### config.mk
export PLATFORM = sky130hd
export DESIGN_NAME = cl_int_ctrl_multi
export DESIGN_NICKNAME = d
export VERILOG_FILES = /design/src/rtl/cl_int_pkg.sv /design/src/rtl/cl_int_chan.sv /design/src/rtl/lib_pipe.sv /design/src/rtl/cl_int_ctrl_multi.sv
export SDC_FILE = /design/constraint.sdc
export NUM_CORES = 1
export LEC_CHECK = 0
export BUFFER_PORTS_ARGS = -buffer_cell sky130_fd_sc_hd__buf_2
export CAP_MARGIN = 25
export CORE_ASPECT_RATIO = 0.7
export CORE_MARGIN = 5
export CORE_UTILIZATION = 45
export CTS_CLUSTER_DIAMETER = 40
export DETAILED_ROUTE_END_ITERATION = 10
export SLEW_MARGIN = 20
export SYNTH_ARGS = -nofsm -noshare
export SYNTH_HDL_FRONTEND = slang
export SYNTH_HIERARCHICAL = 1
export SYNTH_SLANG_ARGS = --single-unit
export TNS_END_PERCENT = 50
### constraint.sdc
create_clock -name clk -period 4.22 [get_ports clk]
set_clock_uncertainty 0.15 [all_clocks]
set_input_delay 0.633 -clock clk [delete_from_list [all_inputs] [get_ports clk]]
set_output_delay 0.633 -clock clk [all_outputs]
set_load 0.005 [all_outputs]
### src/rtl/cl_int_pkg.sv
// Shared types and register map for the CL->shell interrupt controller.
package cl_int_pkg;

    typedef enum logic [1:0] {
        INT_IDLE = 2'd0,
        INT_FIRE = 2'd1,
        INT_WAIT = 2'd2
    } int_state_e;

    localparam logic [7:0] INT_CTRL_A      = 8'h00;
    localparam logic [7:0] INT_MASK_A      = 8'h04;
    localparam logic [7:0] INT_MODE_A      = 8'h08;
    localparam logic [7:0] INT_PEND_A      = 8'h0C;
    localparam logic [7:0] INT_DROP_BASE_A = 8'h40;

    localparam int INT_MAX_CH = 16;

endpackage

### src/rtl/cl_int_chan.sv
// One interrupt channel: event detect, IDLE/FIRE/WAIT tracking, pend/done flags and drop counter.
module cl_int_chan
    import cl_int_pkg::*;
#(
    parameter int CNT_W = 8
) (
    input  logic             clk,
    input  logic             rst_n,
    input  logic             src_i,
    input  logic             mode_i,
    input  logic             mask_i,
    input  logic             sw_trig_i,
    input  logic             ack_i,
    input  logic             done_clr_i,
    input  logic             cnt_clr_i,
    output logic             trig_o,
    output logic             busy_o,
    output logic             pend_o,
    output logic             done_o,
    output logic [CNT_W-1:0] drop_cnt_o
);

    int_state_e       state_q;
    logic             src_q;
    logic             pend_q;
    logic             done_q;
    logic [CNT_W-1:0] cnt_q;
    logic [CNT_W-1:0] cnt_d;
    logic             ev;

    function automatic logic [CNT_W-1:0] sat_inc(input logic [CNT_W-1:0] v);
        return (&v) ? v : v + CNT_W'(1);
    endfunction

    // Level mode only counts as an event while idle, so a held level never double-books.
    assign ev    = sw_trig_i | (mode_i ? (src_i & (state_q == INT_IDLE)) : (src_i & ~src_q));
    assign cnt_d = cnt_clr_i ? CNT_W'(1) : sat_inc(cnt_q);

    always_ff @(posedge clk or negedge rst_n) begin
        if (!rst_n) begin
            state_q <= INT_IDLE;
            src_q   <= 1'b0;
            pend_q  <= 1'b0;
            done_q  <= 1'b0;
            cnt_q   <= '0;
        end else begin
            src_q <= src_i;
            if (done_clr_i) done_q <= 1'b0;
            if (cnt_clr_i)  cnt_q  <= '0;
            case (state_q)
                INT_IDLE: begin
                    if ((ev || pend_q) && !mask_i) begin
                        state_q <= INT_FIRE;
                        pend_q  <= 1'b0;
                        done_q  <= 1'b0;
                    end else if (ev) begin
                        pend_q <= 1'b1;
                    end
                end
                INT_FIRE: begin
                    state_q <= INT_WAIT;
                    if (ev) begin
                        if (pend_q) cnt_q  <= cnt_d;
                        else        pend_q <= 1'b1;
                    end
                end
                INT_WAIT: begin
                    if (ack_i) begin
                        done_q <= 1'b1;
                        // With both a pending event and a fresh one, the fresh one stays pending.
                        if ((pend_q || ev) && !mask_i) begin
                            state_q <= INT_FIRE;
                            pend_q  <= pend_q & ev;
                        end else begin
                            state_q <= INT_IDLE;
                            pend_q  <= pend_q | ev;
                        end
                    end else if (ev) begin
                        if (pend_q) cnt_q  <= cnt_d;
                        else        pend_q <= 1'b1;
                    end
                end
                default: state_q <= INT_IDLE;
            endcase
        end
    end

    assign trig_o     = (state_q == INT_FIRE);
    assign busy_o     = (state_q != INT_IDLE);
    assign pend_o     = pend_q;
    assign done_o     = done_q;
    assign drop_cnt_o = cnt_q;

endmodule

### src/rtl/lib_pipe.sv
// Plain register pipeline, STAGES deep, cleared by reset.
module lib_pipe #(
    parameter int WIDTH  = 16,
    parameter int STAGES = 1
) (
    input  logic             clk,
    input  logic             rst_n,
    input  logic [WIDTH-1:0] d_i,
    output logic [WIDTH-1:0] q_o
);

    logic [WIDTH-1:0] stage_q [STAGES];

    always_ff @(posedge clk or negedge rst_n) begin
        if (!rst_n) begin
            for (int i = 0; i < STAGES; i++) stage_q[i] <= '0;
        end else begin
            stage_q[0] <= d_i;
            for (int i = 1; i < STAGES; i++) stage_q[i] <= stage_q[i-1];
        end
    end

    assign q_o = stage_q[STAGES-1];

endmodule

### src/rtl/cl_int_ctrl_multi.sv
// Multi-channel CL->shell interrupt controller: cfg register port, per-channel FSMs, req/ack pipes.
module cl_int_ctrl_multi
    import cl_int_pkg::*;
#(
    parameter int NUM_CH      = 16,
    parameter int PIPE_STAGES = 4,
    parameter int CNT_W       = 8
) (
    input  logic              clk,
    input  logic              rst_n,
    input  logic [NUM_CH-1:0] int_src,
    input  logic [7:0]        cfg_addr,
    input  logic [31:0]       cfg_wdata,
    input  logic              cfg_wr,
    input  logic              cfg_rd,
    output logic              cfg_ack,
    output logic [31:0]       cfg_rdata,
    output logic [15:0]       cl_sh_irq_req,
    input  logic [15:0]       sh_cl_irq_ack
);

    localparam logic [15:0] CH_VALID = 16'((17'h1 << NUM_CH) - 17'h1);

    logic [15:0]      src_w;
    logic [15:0]      mask_q, mode_q;
    logic [15:0]      trig, busy, pend, done, ack_p;
    logic [15:0]      sw_trig, done_clr, cnt_clr;
    logic [CNT_W-1:0] drop_cnt [INT_MAX_CH];
    logic             cfg_ack_q;
    logic [31:0]      rdata_q, rdata_d;
    logic             ctrl_wr, drop_sel;
    logic [3:0]       drop_ch;

    assign src_w    = 16'(int_src);
    assign drop_sel = (cfg_addr[7:6] == INT_DROP_BASE_A[7:6]) && (cfg_addr[1:0] == 2'b00);
    assign drop_ch  = cfg_addr[5:2];
    assign ctrl_wr  = cfg_wr && (cfg_addr == INT_CTRL_A);
    assign sw_trig  = ctrl_wr ? (cfg_wdata[15:0]  & CH_VALID) : 16'h0;
    assign done_clr = ctrl_wr ? (cfg_wdata[31:16] & CH_VALID) : 16'h0;
    assign cnt_clr  = (cfg_wr && drop_sel) ? (CH_VALID & (16'h1 << drop_ch)) : 16'h0;

    for (genvar g = 0; g < INT_MAX_CH; g++) begin : g_ch
        if (g < NUM_CH) begin : g_on
            cl_int_chan #(.CNT_W(CNT_W)) u_chan (
                .clk        (clk),
                .rst_n      (rst_n),
                .src_i      (src_w[g]),
                .mode_i     (mode_q[g]),
                .mask_i     (mask_q[g]),
                .sw_trig_i  (sw_trig[g]),
                .ack_i      (ack_p[g]),
                .done_clr_i (done_clr[g]),
                .cnt_clr_i  (cnt_clr[g]),
                .trig_o     (trig[g]),
                .busy_o     (busy[g]),
                .pend_o     (pend[g]),
                .done_o     (done[g]),
                .drop_cnt_o (drop_cnt[g])
            );
        end else begin : g_off
            assign trig[g]     = 1'b0;
            assign busy[g]     = 1'b0;
            assign pend[g]     = 1'b0;
            assign done[g]     = 1'b0;
            assign drop_cnt[g] = '0;
        end
    end

    // Readback samples state before any same-cycle write lands.
    always_comb begin
        rdata_d = '0;
        if (cfg_rd) begin
            case (cfg_addr)
                INT_CTRL_A: rdata_d = {done, busy};
                INT_MASK_A: rdata_d = {16'h0, mask_q};
                INT_MODE_A: rdata_d = {16'h0, mode_q};
                INT_PEND_A: rdata_d = {16'h0, pend};
                default:    if (drop_sel) rdata_d = 32'(drop_cnt[drop_ch]);
            endcase
        end
    end

    always_ff @(posedge clk or negedge rst_n) begin
        if (!rst_n) begin
            mask_q    <= '0;
            mode_q    <= '0;
            cfg_ack_q <= 1'b0;
            rdata_q   <= '0;
        end else begin
            cfg_ack_q <= cfg_wr | cfg_rd;
            rdata_q   <= rdata_d;
            if (cfg_wr && cfg_addr == INT_MASK_A) mask_q <= cfg_wdata[15:0] & CH_VALID;
            if (cfg_wr && cfg_addr == INT_MODE_A) mode_q <= cfg_wdata[15:0] & CH_VALID;
        end
    end

    assign cfg_ack   = cfg_ack_q;
    assign cfg_rdata = rdata_q;

    lib_pipe #(.WIDTH(16), .STAGES(PIPE_STAGES)) u_req_pipe (
        .clk   (clk),
        .rst_n (rst_n),
        .d_i   (trig),
        .q_o   (cl_sh_irq_req)
    );

    lib_pipe #(.WIDTH(16), .STAGES(PIPE_STAGES)) u_ack_pipe (
        .clk   (clk),
        .rst_n (rst_n),
        .d_i   (sh_cl_irq_ack),
        .q_o   (ack_p)
    );

endmodule
==> flow_summary.toml <==
[floorplanning]
rows = 68
fp.dieH_microns = 197
die-area_sq_mm = 0.0548
die-width_microns = 278
start_util_pct = 45.7
io_pins = 125
coreArea_sq_mm = 0.0494

[placed_design]
port_buffers = 124
place_inst = 2881
postPlaceCellArea_sq_mm = 0.0237
dpl.hpwl_microns = 43100
routabilityCongestion = 0.919

[synth]
synth_largest_area_cell = "dfrtp_1"
synthArstFlopShare_pct = 100
ys.flop_type = "dfrtp_1"
yosysTopAreaCellShare_pct = 44.5
synth.cell_area_sq_mm = 0.0226
synth-edff-count = 0
synth_warnings = 6
synth_nets = 2317
netlist_top_cells_area = "dfrtp_1, ha_1, mux4_2, nand2_1, and2_1"
synth-seq-cells = 401
synth_cells = 2151
ys_top_cells_by_count = "dfrtp_1, nand2_1, nor2_1, inv_1, nand3_1"
ys_seq_area_share_pct = 44.5
syn_avg_cell_area_sq_um = 10.5
synth.most_common_cell = "dfrtp_1"
yosysUniqueCellTypes = 89

[global_routing]
grt_pass1_vias = 17155
grt_pass1_wl_microns = 96000
antenna_found_initial = 1
grt_overflow = 0
grt_usage_pct = 21.4
grt_max_degree = 93

[setup_path]
r2r_start = "g_ch[8].g_on.u_chan/state_q[0]$_DFFE_PN0P_"
crit_required_ns = 4.56
critical_path.max_fanout = 16
end_kind = "register"
cpPeakStageDelay_ns = 0.61
crit_top_cell = "buf_4"
r2r-end = "g_ch[8].g_on.u_chan/state_q[1]$_DFFE_PN0P_"
cp.arrival_ns = 3.31
r2r_setup_slack_ns = 1.72
reg2reg_depth = 7
crit_type = "in2reg"
crit_slowest_cell = "or4_1"
start_kind = "input port"
crit_chain = "buf_2 -> nor4_4 -> nand3_2 -> nor2_4 -> buf_4 -> buf_4 -> and2_1 -> a32oi_2 -> or4_1 -> a211oi_1"

[cells_and_area]
finalInstanceArea_sq_mm = 0.0258
regArea_sq_mm = 0.0100
drive_gt1_share_pct = 18.1
multiInputGateArea_sq_mm = 0.0115
nFillCells = 4394
finalNonFillerCells = 3001
nets = 2457
area_growth_pct = 14.4

[power]
p_per_area_mw_per_mm2 = 514
p_leak_nw = 11.4
peakVddDrop_v = 0.000407

[timing]
finalHoldViolCount = 0
finalSetupViolCount = 0
fin_crit_ns = 2.96
rsz0062_at_grt = "no"
hold_ws_ns = 0.0378
fmax_mhz = 338
period_share_pct = 70.2
max_slew_margin_pct = 42.6
slew_violations = 0
setup_tns_ns = 0
worst_slew_pin_slew_ns = 0.861

[clock_network]
cts_made_buffers = 55
clock_path_buffers = 3
cts_max_level = 2
clk_latency_ns = 0.60
postCtsSetupBuffers = 0
clk_pin_slew_ns = 0.07
clock_sinks = 401
cts_root_buffer = "clkbuf_16"
cts_tree = "yes"

[route]
first_pass_iters = 6
avgViaCountPerCell = 5.91
ant_nets = 0
vias = 17742
post_drt_wl_per_cell_microns = 19.9
drcViolationCount = 0
drt_iter0_markers = 1661
routed_wl_microns = 59800

[min_path]
hold_path_class = "in2reg"
min_from = "int_src[0]"
holdPathEnd = "g_ch[0].g_on.u_chan/src_q$_DFF_PN0_"
hold_depth = 1

[flow_run]
max_cap_violations = 0

[run_status]
status = "complete, no violations"
## cell type report
type                    count  area share, %
flip-flops and latches    401           38.9
well taps                 665           3.22
diodes                      1        0.00969
clock inverters            36           1.75
clock buffers              65           5.84
repair buffers            168           4.05
multi-input cells        1547           44.5
inverters                 118           1.72
## kinds of logic (layout without fill, tap and decap cells)
family	Yosys count	after routing	synth area share [%]
compound gates	565	565	19.0
simple gates	773	773	18.7
mux	119	119	8.23
fa+ha+maj	90	90	4.99
flops	401	401	44.5
buf+inv	203	387	4.64
other cells	0	1	0
## flip-flops by register name, indices dropped and copies added, names as in the netlist
signal                       cells
mode_q                          16
u_ack_pipe/stage_q              48
u_req_pipe/stage_q              48
g_ch.g_on.u_chan/pend_o         16
g_ch.g_on.u_chan/drop_cnt_o    128
g_ch.g_on.u_chan/src_q          16
g_ch.g_on.u_chan/done_o         16
cfg_ack                          1
mask_q                          16
cfg_rdata                       32
u_req_pipe/q_o                  16
u_ack_pipe/q_o                  16
g_ch.g_on.u_chan/state_q        32
## power breakdown
group          switching [mW]  internal (mW)  total (mW)
sequential              0.398           4.41        4.81
combinational            2.12           1.44        3.56
clock                    1.91           2.98        4.89
## routing by layer
metal | share of wire [%] | up-vias | GRT usage (%)
met5 | 0 | - | 0
met4 | 1.7 | 0 | 4.83
met3 | 6.8 | 78 | 3.86
met2 | 43 | 564 | 31.6
met1 | 48 | 8757 | 32.9
li1 | - | 8343 | -
## cells in the final DEF (no fill, tap or decap), drive strengths merged, types with 16 or more instances in the layout
cell type	count
or4	16
nand4	47
a32o	25
o211ai	44
o31ai	35
mux4	42
nor2	133
and2	95
mux2i	28
dfrtp	401
inv	129
nor3b	21
dlygate4sd3	18
a21oi	69
a21o	21
nand2	162
mux2	49
o21ai	91
nor2b	53
a31oi	55
buf	150
ha	90
nand3	94
nor3	28
o21ba	16
and4	16
and3	18
a41oi	21
clkbuf	65
or2	19
nand2b	45
o311ai	20
## worst max-delay path by stage
stage | endpoint | cells past startpoint | from | slack [ns]
floorplan | g_ch[6].g_on.u_chan/drop_cnt_o[7]$_DFF_PN0_ | 11 | cfg_addr[3] | 1.04
finish | g_ch[5].g_on.u_chan/drop_cnt_o[2]$_DFF_PN0_ | 10 | cfg_addr[6] | 1.26
CTS | g_ch[5].g_on.u_chan/drop_cnt_o[2]$_DFF_PN0_ | 10 | cfg_addr[6] | 1.34
detailed placement | g_ch[5].g_on.u_chan/drop_cnt_o[2]$_DFF_PN0_ | 10 | cfg_addr[6] | 0.69
global placement | g_ch[7].g_on.u_chan/drop_cnt_o[7]$_DFF_PN0_ | 11 | cfg_addr[6] | 0.83
global route | g_ch[6].g_on.u_chan/drop_cnt_o[7]$_DFF_PN0_ | 11 | cfg_addr[6] | 1.19
## critical path, delay by kind of cell
family                 cells  cell delay (ns)
AO/OA/AOI/OAI              2             0.45
buffers and inverters      3             0.54
AND/OR/NAND/NOR            5             1.66
## per-stage QoR
| step | setup slack, ns | utilization (%) | power [mW] |
|---|---|---|---|
| 6_report | 1.26 | 52.2 | 13.3 |
| 3_5_place_dp | 0.689 | 47.9 | 8.37 |
| 5_1_grt | 1.19 | 52.2 | 14.1 |
| 3_3_place_gp | 0.832 | 47.9 | 8.28 |
| 2_1_floorplan | 1.04 | - | 7.46 |
| 4_1_cts | 1.34 | 52.2 | 13.4 |
## what timing repair did
action,CTS,global route
hold buffers,17,1
gates resized for setup,0,0
endpoints found under the hold margin,102,1
Note: power is estimated with default switching activity, not from simulation.
